### src/rtl/key_scan_ctrl.sv
// key_scan_ctrl
//   KEY_NUM-channel push-button front end: two-flop synchroniser, per-key
//   debounce counter and an event encoder.  It reports press, release and
//   long-press events as one-cycle pulses, each carrying the key code
//   (index + 1).  At most one event pulse is emitted per cycle.
//
//   Build option: define KEY_REPEAT_EN to make a held key emit a press pulse
//   every REP_CYC cycles once it has reached long-press.  Without the macro
//   the repeat counter is not built and the long-press state stays silent
//   until release.
//
// Ports
//   clk        system clock
//   rst        synchronous reset, active-low
//   key_in     raw keys, active-low (0 = pressed), asynchronous to clk
//   key_state  debounced level per key, 1 = pressed
//   key_val    event key code (index + 1); 0 when no event pulse
//   key_vld    press (or repeat) event pulse
//   key_rel    release pulse of the active key
//   key_long   long-press pulse of the active key
//
// FSM states
//   state  | meaning
//   S_IDLE | no active key
//   S_HELD | active key held, counting toward long-press
//   S_LONG | long-press reported; silent, or auto-repeating when enabled

module key_scan_ctrl #(
  parameter int KEY_NUM  = 4,
  parameter int CODE_W   = 4,
  parameter int DB_CYC   = 500_000,
  parameter int LONG_CYC = 50_000_000,
  parameter int REP_CYC  = 10_000_000
) (
  input  logic               clk,
  input  logic               rst,
  input  logic [KEY_NUM-1:0] key_in,
  output logic [KEY_NUM-1:0] key_state,
  output logic [CODE_W-1:0]  key_val,
  output logic               key_vld,
  output logic               key_rel,
  output logic               key_long
);

  localparam int DB_W  = (DB_CYC   > 1) ? $clog2(DB_CYC)   : 1;
  localparam int TMR_W = (LONG_CYC > 1) ? $clog2(LONG_CYC) : 1;
  localparam logic [DB_W-1:0]  DB_TC   = DB_W'(DB_CYC - 1);
  localparam logic [TMR_W-1:0] LONG_TC = TMR_W'(LONG_CYC - 1);
`ifdef KEY_REPEAT_EN
  localparam int REP_W = (REP_CYC > 1) ? $clog2(REP_CYC) : 1;
  localparam logic [REP_W-1:0] REP_TC = REP_W'(REP_CYC - 1);
`endif

  typedef enum logic [1:0] {
    S_IDLE = 2'd0,
    S_HELD = 2'd1,
    S_LONG = 2'd2
  } state_t;

  // synchroniser holds raw (active-low) levels; reset value = released
  logic [KEY_NUM-1:0] r_sync1;
  logic [KEY_NUM-1:0] r_sync2;
  logic [KEY_NUM-1:0] w_lvl;
  logic [DB_W-1:0]    r_db_cnt [KEY_NUM];
  logic [KEY_NUM-1:0] r_key_state;
  logic [KEY_NUM-1:0] r_key_state_d;
  logic [KEY_NUM-1:0] w_rise;
  logic [KEY_NUM-1:0] w_fall;
  logic               w_rise_any;
  logic [CODE_W-1:0]  w_rise_code;
  logic               w_act_fall;

  state_t             r_state;
  state_t             w_state_nxt;
  logic [TMR_W-1:0]   r_timer;
  logic [TMR_W-1:0]   w_timer_nxt;
  logic [CODE_W-1:0]  r_code;
  logic [CODE_W-1:0]  w_code_nxt;
`ifdef KEY_REPEAT_EN
  logic [REP_W-1:0]   r_rep;
  logic [REP_W-1:0]   w_rep_nxt;
`endif

  logic               r_vld;
  logic               r_rel;
  logic               r_long;
  logic [CODE_W-1:0]  r_val;
  logic               w_vld_nxt;
  logic               w_rel_nxt;
  logic               w_long_nxt;
  logic [CODE_W-1:0]  w_val_nxt;

  always_ff @(posedge clk) begin
    if (!rst) begin
      r_sync1 <= '1;
      r_sync2 <= '1;
    end else begin
      r_sync1 <= key_in;
      r_sync2 <= r_sync1;
    end
  end

  assign w_lvl = ~r_sync2;

  // The counter runs only while the synced level disagrees with the
  // debounced level; any agreement restarts the window, so a bounce shorter
  // than DB_CYC cycles never reaches the terminal count.
  always_ff @(posedge clk) begin
    if (!rst) begin
      for (int i = 0; i < KEY_NUM; i++) r_db_cnt[i] <= '0;
      r_key_state   <= '0;
      r_key_state_d <= '0;
    end else begin
      for (int i = 0; i < KEY_NUM; i++) begin
        if (w_lvl[i] == r_key_state[i]) begin
          r_db_cnt[i] <= '0;
        end else if (r_db_cnt[i] == DB_TC) begin
          r_db_cnt[i]    <= '0;
          r_key_state[i] <= w_lvl[i];
        end else begin
          r_db_cnt[i] <= r_db_cnt[i] + 1'b1;
        end
      end
      r_key_state_d <= r_key_state;
    end
  end

  assign w_rise = r_key_state & ~r_key_state_d;
  assign w_fall = ~r_key_state & r_key_state_d;

  // descending scan so the lowest-index press edge wins
  always_comb begin
    w_rise_any  = 1'b0;
    w_rise_code = '0;
    for (int i = KEY_NUM - 1; i >= 0; i--) begin
      if (w_rise[i]) begin
        w_rise_any  = 1'b1;
        w_rise_code = CODE_W'(i + 1);
      end
    end
  end

  // r_code is 0 in IDLE, so no key can match as active there
  always_comb begin
    w_act_fall = 1'b0;
    for (int i = 0; i < KEY_NUM; i++) begin
      if (w_fall[i] && (r_code == CODE_W'(i + 1))) w_act_fall = 1'b1;
    end
  end

  always_ff @(posedge clk) begin
    if (!rst) begin
      r_state <= S_IDLE;
      r_timer <= '0;
      r_code  <= '0;
`ifdef KEY_REPEAT_EN
      r_rep   <= '0;
`endif
      r_vld   <= 1'b0;
      r_rel   <= 1'b0;
      r_long  <= 1'b0;
      r_val   <= '0;
    end else begin
      r_state <= w_state_nxt;
      r_timer <= w_timer_nxt;
      r_code  <= w_code_nxt;
`ifdef KEY_REPEAT_EN
      r_rep   <= w_rep_nxt;
`endif
      r_vld   <= w_vld_nxt;
      r_rel   <= w_rel_nxt;
      r_long  <= w_long_nxt;
      r_val   <= w_val_nxt;
    end
  end

  // Branch order gives release > press > long-press when they coincide.
  always_comb begin
    w_state_nxt = r_state;
    w_timer_nxt = r_timer;
    w_code_nxt  = r_code;
`ifdef KEY_REPEAT_EN
    w_rep_nxt   = r_rep;
`endif
    w_vld_nxt   = 1'b0;
    w_rel_nxt   = 1'b0;
    w_long_nxt  = 1'b0;
    w_val_nxt   = '0;
    case (r_state)
      S_IDLE: begin
        if (w_rise_any) begin
          w_state_nxt = S_HELD;
          w_timer_nxt = '0;
          w_code_nxt  = w_rise_code;
          w_vld_nxt   = 1'b1;
          w_val_nxt   = w_rise_code;
        end
      end
      S_HELD, S_LONG: begin
        if (w_act_fall) begin
          w_state_nxt = S_IDLE;
          w_timer_nxt = '0;
          w_code_nxt  = '0;
          w_rel_nxt   = 1'b1;
          w_val_nxt   = r_code;
        end else if (w_rise_any) begin
          // switch to the newly pressed key; the old one is forgotten
          w_state_nxt = S_HELD;
          w_timer_nxt = '0;
          w_code_nxt  = w_rise_code;
          w_vld_nxt   = 1'b1;
          w_val_nxt   = w_rise_code;
        end else if (r_state == S_HELD) begin
          if (r_timer == LONG_TC) begin
            w_state_nxt = S_LONG;
            w_timer_nxt = '0;
`ifdef KEY_REPEAT_EN
            w_rep_nxt   = '0;
`endif
            w_long_nxt  = 1'b1;
            w_val_nxt   = r_code;
          end else begin
            w_timer_nxt = r_timer + 1'b1;
          end
        end else begin
`ifdef KEY_REPEAT_EN
          if (r_rep == REP_TC) begin
            w_rep_nxt = '0;
            w_vld_nxt = 1'b1;
            w_val_nxt = r_code;
          end else begin
            w_rep_nxt = r_rep + 1'b1;
          end
`endif
        end
      end
      default: begin
        w_state_nxt = S_IDLE;
        w_timer_nxt = '0;
        w_code_nxt  = '0;
      end
    endcase
  end

  assign key_state = r_key_state;
  assign key_val   = r_val;
  assign key_vld   = r_vld;
  assign key_rel   = r_rel;
  assign key_long  = r_long;

endmodule
### config.mk
export PLATFORM = sky130hd
export DESIGN_NAME = key_scan_ctrl
export DESIGN_NICKNAME = d
export VERILOG_FILES = /design/src/rtl/key_scan_ctrl.sv
export SDC_FILE = /design/constraint.sdc
export NUM_CORES = 1
export LEC_CHECK = 0
export BUFFER_PORTS_ARGS = -buffer_cell sky130_fd_sc_hd__buf_2
export CORE_MARGIN = 2
export CORE_UTILIZATION = 67
export DETAILED_ROUTE_END_ITERATION = 8
export PLACE_DENSITY = 0.95
export SLEW_MARGIN = 20
export SYNTH_ARGS = -nofsm -noshare
export SYNTH_HDL_FRONTEND = slang
export SYNTH_SLANG_ARGS = --single-unit
### constraint.sdc
create_clock -name clk -period 5.76 [get_ports clk]
set_input_delay 0.576 -clock clk [delete_from_list [all_inputs] [get_ports clk]]
set_output_delay 0.576 -clock clk [all_outputs]
set_load 0.01 [all_outputs]
==> results of run 1 <==
[power by group]
part / switching, mW / leakage, nW / internal, mW
sequential: 0.0266 / 1.23 / 1.02
clock: 0.416 / 0.291 / 0.628
combinational: 0.0351 / 1.31 / 0.0208
[layer usage]
metal	global-route usage [%]	wire (µm)	vias to the layer above
met5	0	0	-
met2	42.8	6340	125
met3	8.24	599	26
li1	-	-	2461
met1	30.6	5590	2384
met4	9.75	267	0
[how the worst max path moves through the flow]
stage	startpoint	end	slack, ns	depth (start not counted)
3_5_place_dp	key_state[1]$_SDFFE_PN0P_	r_timer[0]$_SDFFE_PN0P_	2.98	6
5_1_grt	key_state[1]$_SDFFE_PN0P_	r_timer[6]$_SDFFE_PN0P_	2.96	6
2_1_floorplan	r_db_cnt[1][0]$_SDFFCE_PN0P_	r_db_cnt[1][11]$_SDFFCE_PN0P_	3.79	6
4_1_cts	key_state[1]$_SDFFE_PN0P_	r_timer[6]$_SDFFE_PN0P_	2.91	6
6_report	key_state[1]$_SDFFE_PN0P_	r_timer[6]$_SDFFE_PN0P_	3.16	6
3_3_place_gp	r_code[0]$_SDFF_PN0_	r_timer[3]$_SDFFE_PN0P_	3.12	5
[cells by family (layout without fill, tap and decap cells)]
logic type	count (synthesis)	after routing	share of synthesized area (%)
AO/OA/AOI/OAI	64	64	6.88
XOR/XNOR	85	85	11.2
adder cells (fa/ha/maj)	10	10	1.88
buffers and inverters	34	65	2.59
flip-flops	131	131	50.7
multiplexers	5	5	0.750
other	1	76	0.0562
AND/OR/NAND/NOR	328	328	26.0
[worst register-to-register path: stages (launching register included)]
cell and delay, ns:
dfxtp_1 0.36, nor2b_1 0.16, o221ai_1 0.16, o21ai_2 0.69, nor3_1 0.27, o211ai_4 0.66, a21oi_1 0.14
[cell type report]
| type | instances | area (µm²) | area share [%] |
|---|---|---|---|
| clock buffer | 19 | 464 | 6.04 |
| clock inverter | 13 | 116 | 1.51 |
| inverter | 16 | 60.1 | 0.782 |
| multi-input combinational | 568 | 3400 | 44.3 |
| sequential | 131 | 3380 | 44.0 |
| tap | 133 | 166 | 2.17 |
| timing repair buffer | 17 | 87.6 | 1.14 |
[placed cells by master, fill, tap and decap left out, types with 4 or more instances in the layout]
cell | netlist | final
nor2_1 | 121 | 121
edfxtp_1 | 76 | 76
conb_1 | 1 | 76
xor2_1 | 60 | 60
dfxtp_1 | 55 | 55
nand2_1 | 44 | 44
nand3_1 | 43 | 43
xnor2_1 | 25 | 25
clkbuf_16 | 0 | 18
inv_1 | 16 | 16
buf_2 | 6 | 16
nand4_1 | 15 | 15
and4_1 | 14 | 14
and2_1 | 13 | 13
nand2b_1 | 11 | 11
a21oi_1 | 11 | 11
and3_1 | 11 | 11
nor3_1 | 10 | 10
o21ai_0 | 10 | 10
ha_1 | 10 | 10
o2111ai_1 | 9 | 9
o211ai_1 | 7 | 7
nor4b_1 | 7 | 7
or3_1 | 7 | 7
a21oi_2 | 5 | 5
mux2i_1 | 5 | 5
o31ai_1 | 5 | 5
nor4_1 | 4 | 4
nand3b_1 | 4 | 4
nor2b_1 | 4 | 4
or4_1 | 4 | 4
inv_4 | 0 | 4
[sequential cells by signal (all words and copies together) (netlist names), 2 cells and up]
register       flops
key_state          4
r_state            2
r_sync2            4
r_key_state_d      4
r_db_cnt          76
key_val            4
r_sync1            4
r_code             4
r_timer           26
[per-stage QoR]
step                setup slack (ns)  util, %  total power, mW  instance area [µm²]
global route                    2.96     79.0             2.21                 7680
finish                          3.16     79.0             2.14                 7680
CTS                             2.91     78.9             2.15                 7670
detailed placement              2.98     72.9             1.11                 7090
global placement                3.12     72.9             1.11                 7090
floorplan                       3.79        -             1.10                 6950
==> impl_results.md, run 1 <==
- Leakage: 2.83 nW
- Number of CTS-inserted buffers: 17
- Critical path's top delay family: compound AO/OA/AOI/OAI gates
- Die ar.: ~0.011 mm²
- Yosys warns: 0
- Slew headroom: 43.6%
- CORE AREA: 0.00973 mm²
- Residual overflow from global routing: 0
- # resized after CTS: 0
- Post-synth cell types: between 50 and 60
- Skew final: 0.00606 ns
- Cell Pwr Density: 279 mW/mm²
- Final Slew Violations: 0
- Vias in the first global route: 4882
- CTS Hold Bufs: 0
- CP endpoint kind: flip-flop
- Layout area overhead: 15.2%
- DRT Wirelength: roughly 13000 µm
- Die width: just over 100 µm
- WHS Endpoint: r_sync1[3]$_SDFF_PN1_
- Leading cell types by count after synthesis: 121 x nor2_1, 76 x edfxtp_1, 60 x xor2_1, 55 x dfxtp_1, 44 x nand2_1
- Global-route wire length before repair: 21900 µm
- Antenna violations before repair: 0
- Total GRT Usage: 25.4%
- Crit Path Class: reg2reg
- CP max-delay cell: o21ai_2
- EDFF count, synth: 76
- Worst r2r src: key_state[1]$_SDFFE_PN0P_
- Final hold slack: about 0.22 ns
- Num rows: 36
- Buf+Inv Stages, Crit Path: 0
- Post-layout min period: 2.60 ns
- Req. time, crit path: roughly 6 ns
- Synth area leaders: edfxtp_1 34%, dfxtp_1 17%, xor2_1 7.9%
- Io pins: 17
- Synth top area share: between 30 and 40%
- R2R Setup Slk: 3.16 ns
- Placed insts: 865
- WL per Instance: 14.3 µm
- HP Class: in2reg
- Setup Buffers After CTS: 0
- DP Wirelength: 8750 µm
- Fin. Hold Viols: 0
- GPL Wtd Cong: between 0.8 and 0.9
- Setup-failing EPs final: 0
- Top-count cell post-synth: nor2_1
- Fmax: 0.385 GHz
- Worst slew pin tran: about 0.85 ns
- CP max stage delay: 0.69 ns
- CTS sink cnt: 131
- Initial Util: between 60 and 70%
- RSZ-0062 raised after global routing: false
- Vias per inst: 5.57
- Critical R2R Capture: r_timer[6]$_SDFFE_PN0P_
- Critical Path, Cell by Cell: nor2b_1 > o221ai_1 > o21ai_2 > nor3_1 > o211ai_4 > a21oi_1
- CP startpoint kind: flip-flop
- Layout fillers: 586
- Final nets: 767
- Leading area contributor after synthesis: edfxtp_1
- Non-Filler Instances: ~900
- Hold Startpoint: key_in[3]
- Max VDD drop: approximately 0.30 mV
- Layout cell share with drive strength beyond 1: ~8.9%
- Mean Syn Cell Area: about 10 µm²
- Cell area after synthesis: 0.00667 mm²
- Worst-Skew Late Latency: 0.54 ns
- Vias: 4996
- Pin count of the biggest net entering global routing: 29
- Reg2Reg Depth: 6
- Sequential fraction of the synthesis area: 50.7%
- Longest Clk Path Bufs: 2
- Syn Inst Count: between 600 and 700
- Ys flop type: edfxtp_1
- ANT nets after route: 0
- DRC viols: 0
- Root Buffer: clkbuf_8
- Status: finished clean
- Antenna Cells: 0
- CP Data Arrival Time: 2.98 ns
- Post-synthesis register bit count: 131
- Number of I/O port buffers: 16
- WHS Path Cells: 2
- DR pass1 iterations: 5
- FFs w/ async S/R, synth: 0%
- Initial drt markers: 224
- Max Cap Viol: 0
- Die height: 104 µm
- CTS clk-pin slew, worst paths: 0.06 ns
- Total negative slack: 0 ns
- Htree depth: 4
- CTS tree: done
- Final Cycle Share: 45.1%
- Crit-path max FO: 25
Power figures use the tool's default switching activity.
==> run 2, diff against run 1 <==
- CORE_UTILIZATION: 67 -> 57
- PLACE_DENSITY: 0.95 -> 0.87
- clock period: 5.76 -> 2.3 ns (I/O delays scaled with it)
==> impl_results.md, run 2 (synthesized netlist as in run 1, its figures left out) <==
- Pin count of the biggest net entering global routing: 26 (-10%)
- HP Class: in2reg
- WHS Endpoint: r_sync1[0]$_SDFF_PN1_
- Register share of total power: 48.8% (about the same)
- Initial Util: 58.4% (-10 points)
- GPL Wtd Cong: 0.833 (+0.34%)
- Die ar.: 0.0126 mm² (+17%)
- DRC viols: 0 (unchanged)
- CORE AREA: 0.0114 mm² (+17%)
- Placed insts: 886 (+2.4%)
- CP Data Arrival Time: 2.27 ns (-0.71 ns)
- Number of I/O port buffers: 16 (unchanged)
- Commonest cells after routing, fill and taps aside: 121 x nor2_1, 76 x edfxtp_1, 76 x conb_1, 60 x xor2_1, 55 x dfxtp_1
- CTS clk-pin slew, worst paths: 0.06 ns (about the same)
- Crit Path Class: reg2reg
- Final nets: 781 (+1.8%)
- Post-layout min period: 2.10 ns (-0.498 ns)
- Final core occ: 68.5% (-10 points)
- Sw power: 1.14 mW (+140%)
- Worst r2r src: r_db_cnt[0][0]$_SDFFCE_PN0P_
- Total negative slack: 0 ns (unchanged)
- Num rows: 39 (+8.3%)
- Worst-Skew Late Latency: 0.42 ns (-0.12 ns)
- Pint: 4.20 mW (+150%)
- Gate power share: 2.8% (+0.2 points)
- Residual overflow from global routing: 0 (unchanged)
- Largest register FFs: 76 (unchanged)
- R2R Setup Slk: 0.20 ns (-2.96 ns)
- Vias in the first global route: 4735 (-3.0%)
- Status: finished clean
- Initial drt markers: 294 (+31%)
- Final Slew Violations: 0 (unchanged)
- Global-route wire length before repair: 21600 µm (-1.3%)
- Critical R2R Capture: r_db_cnt[0][13]$_SDFFCE_PN0P_
- ANT nets after route: 0 (unchanged)
- Max VDD drop: 0.539 mV (+78%)
- Crit-path max FO: 19 (-24%)
- Antenna Cells: 0 (unchanged)
- Setup Buffers After CTS: 0 (unchanged)
- Vias: 4970 (-0.52%)
- CTS tree: done
- Clk network pwr share: 48.4% (-0.3 points)
- Longest Clk Path Bufs: 2 (unchanged)
- WHS Path Cells: 2 (unchanged)
- Layout fillers: 852 (+45%)
- Reg2Reg Depth: 7 (+1)
- Top flop regs: r_db_cnt x76, r_timer x26
- Leakage: 2.90 nW (+2.3%)
- CTS sink cnt: 131 (unchanged)
- Switching part of the total: 21.4% (-0.92 points)
- Origin of the worst setup path: r_db_cnt[0][0]$_SDFFCE_PN0P_
- Root Buffer: clkbuf_16
- Fmax: 0.476 GHz (+24%)
- Cell Pwr Density: 683 mW/mm² (+150%)
- Die height: 112 µm (+8.1%)
- DRT Wirelength: 12500 µm (-2.5%)
- CP startpoint kind: flip-flop
- Fin. Hold Viols: 0 (unchanged)
- CP endpoint kind: flip-flop
- DR pass1 iterations: 4 (-1)
- Setup-failing EPs final: 0 (unchanged)
- Commonest non-fill, non-tap cell in the layout: nor2_1
- RSZ-0062 raised after global routing: false
- Io pins: 17 (unchanged)
- Number of CTS-inserted buffers: 17 (unchanged)
- Final Cycle Share: 91.4% (+46 points)
- Total GRT Usage: 21.1% (-4.3 points)
- Antenna violations before repair: 0 (unchanged)
- Max Cap Viol: 0 (unchanged)
- Die width: 112 µm (+8.1%)
- WL per Instance: 13.5 µm (-5.1%)
- Vias per inst: 5.40 (-3.1%)
- DP Wirelength: 8800 µm (+0.54%)
- Skew final: 0.0102 ns (+0.00418 ns)
- Layout cell share with drive strength beyond 1: 10.0% (+1.1 points)
- Layout area overhead: 17.2%
- Non-Filler Instances: 921 (+2.7%)
- Top reg by flops: r_db_cnt
- Hold Startpoint: key_in[0]
- Req. time, crit path: 2.47 ns (-3.67 ns)
- Htree depth: 4 (unchanged)
[run 2: cell count changes in the layout (fill, tap and decap cells not counted), sizes merged]
cell         change
buf             +11
bufinv           -1
clkbuf           +3
clkinv           +1
clkinvlp         +1
dlygate4sd3      +3
inv              -4
[run 2: power groups by stage]
stage | Clock, mW | Combinational [mW] | Sequential [mW]
2_1_floorplan | 0 | 0.114 | 2.64
3_3_place_gp | 0 | 0.133 | 2.65
3_5_place_dp | 0 | 0.137 | 2.66
4_1_cts | 2.63 | 0.142 | 2.61
5_1_grt | 2.74 | 0.169 | 2.62
6_report | 2.59 | 0.147 | 2.61
[run 2: how the worst max path moves through the flow]
stage	end	slack, ns	cells after the start
finish	r_db_cnt[0][13]$_SDFFCE_PN0P_	0.20	7
global route	r_timer[18]$_SDFFE_PN0P_	0.04	6
CTS	r_timer[15]$_SDFFE_PN0P_	0.12	6
detailed placement	r_timer[15]$_SDFFE_PN0P_	0.21	6
global placement	r_timer[15]$_SDFFE_PN0P_	0.30	6
floorplan	r_db_cnt[1][11]$_SDFFCE_PN0P_	0.33	6
[run 2: through the flow]
stage / worst slack (ns) / power, mW / instance area (µm²) / hold slack (ns)
floorplan: 0.332 / 2.75 / 6950 / 0.331
global placement: 0.305 / 2.78 / 7200 / 0.390
detailed placement: 0.212 / 2.79 / 7200 / 0.396
CTS: 0.124 / 5.39 / 7800 / 0.000888
global route: 0.0442 / 5.53 / 7820 / 0.00550
finish: 0.197 / 5.34 / 7820 / 0.0180
[run 2: area by class of cell]
cell class	count	area [µm²]	area share, %
Multi-Input combinational cell	568	3400	43.5
Sequential cell	131	3380	43.3
Clock buffer	22	518	6.62
Timing Repair Buffer	31	213	2.72
Tap cell	143	179	2.29
Clock inverter	10	66.3	0.848
Inverter	16	60.1	0.768
[run 2: critical path, stage by stage, from the launching register on]
cell and delay (ns):
edfxtp_1 0.39, ha_1 0.24, and4_1 0.32, nand3_1 0.09, nor3_1 0.31, nand3b_1 0.18
buf_4 0.24, nor2_1 0.08
[run 2: metal layers]
metal	global-route usage, %	up-vias	wire length, µm
met2	34.2	121	6090
met3	5.29	17	536
met5	0	-	0
met1	26.6	2346	5620
li1	-	2486	-
met4	10.3	0	222
[run 2: timing repair]
item,4_1_cts,5_1_grt
hold buffers,2,1
resized for setup,0,1
setup endpoints to repair,0,2
endpoints found under the hold margin,2,1
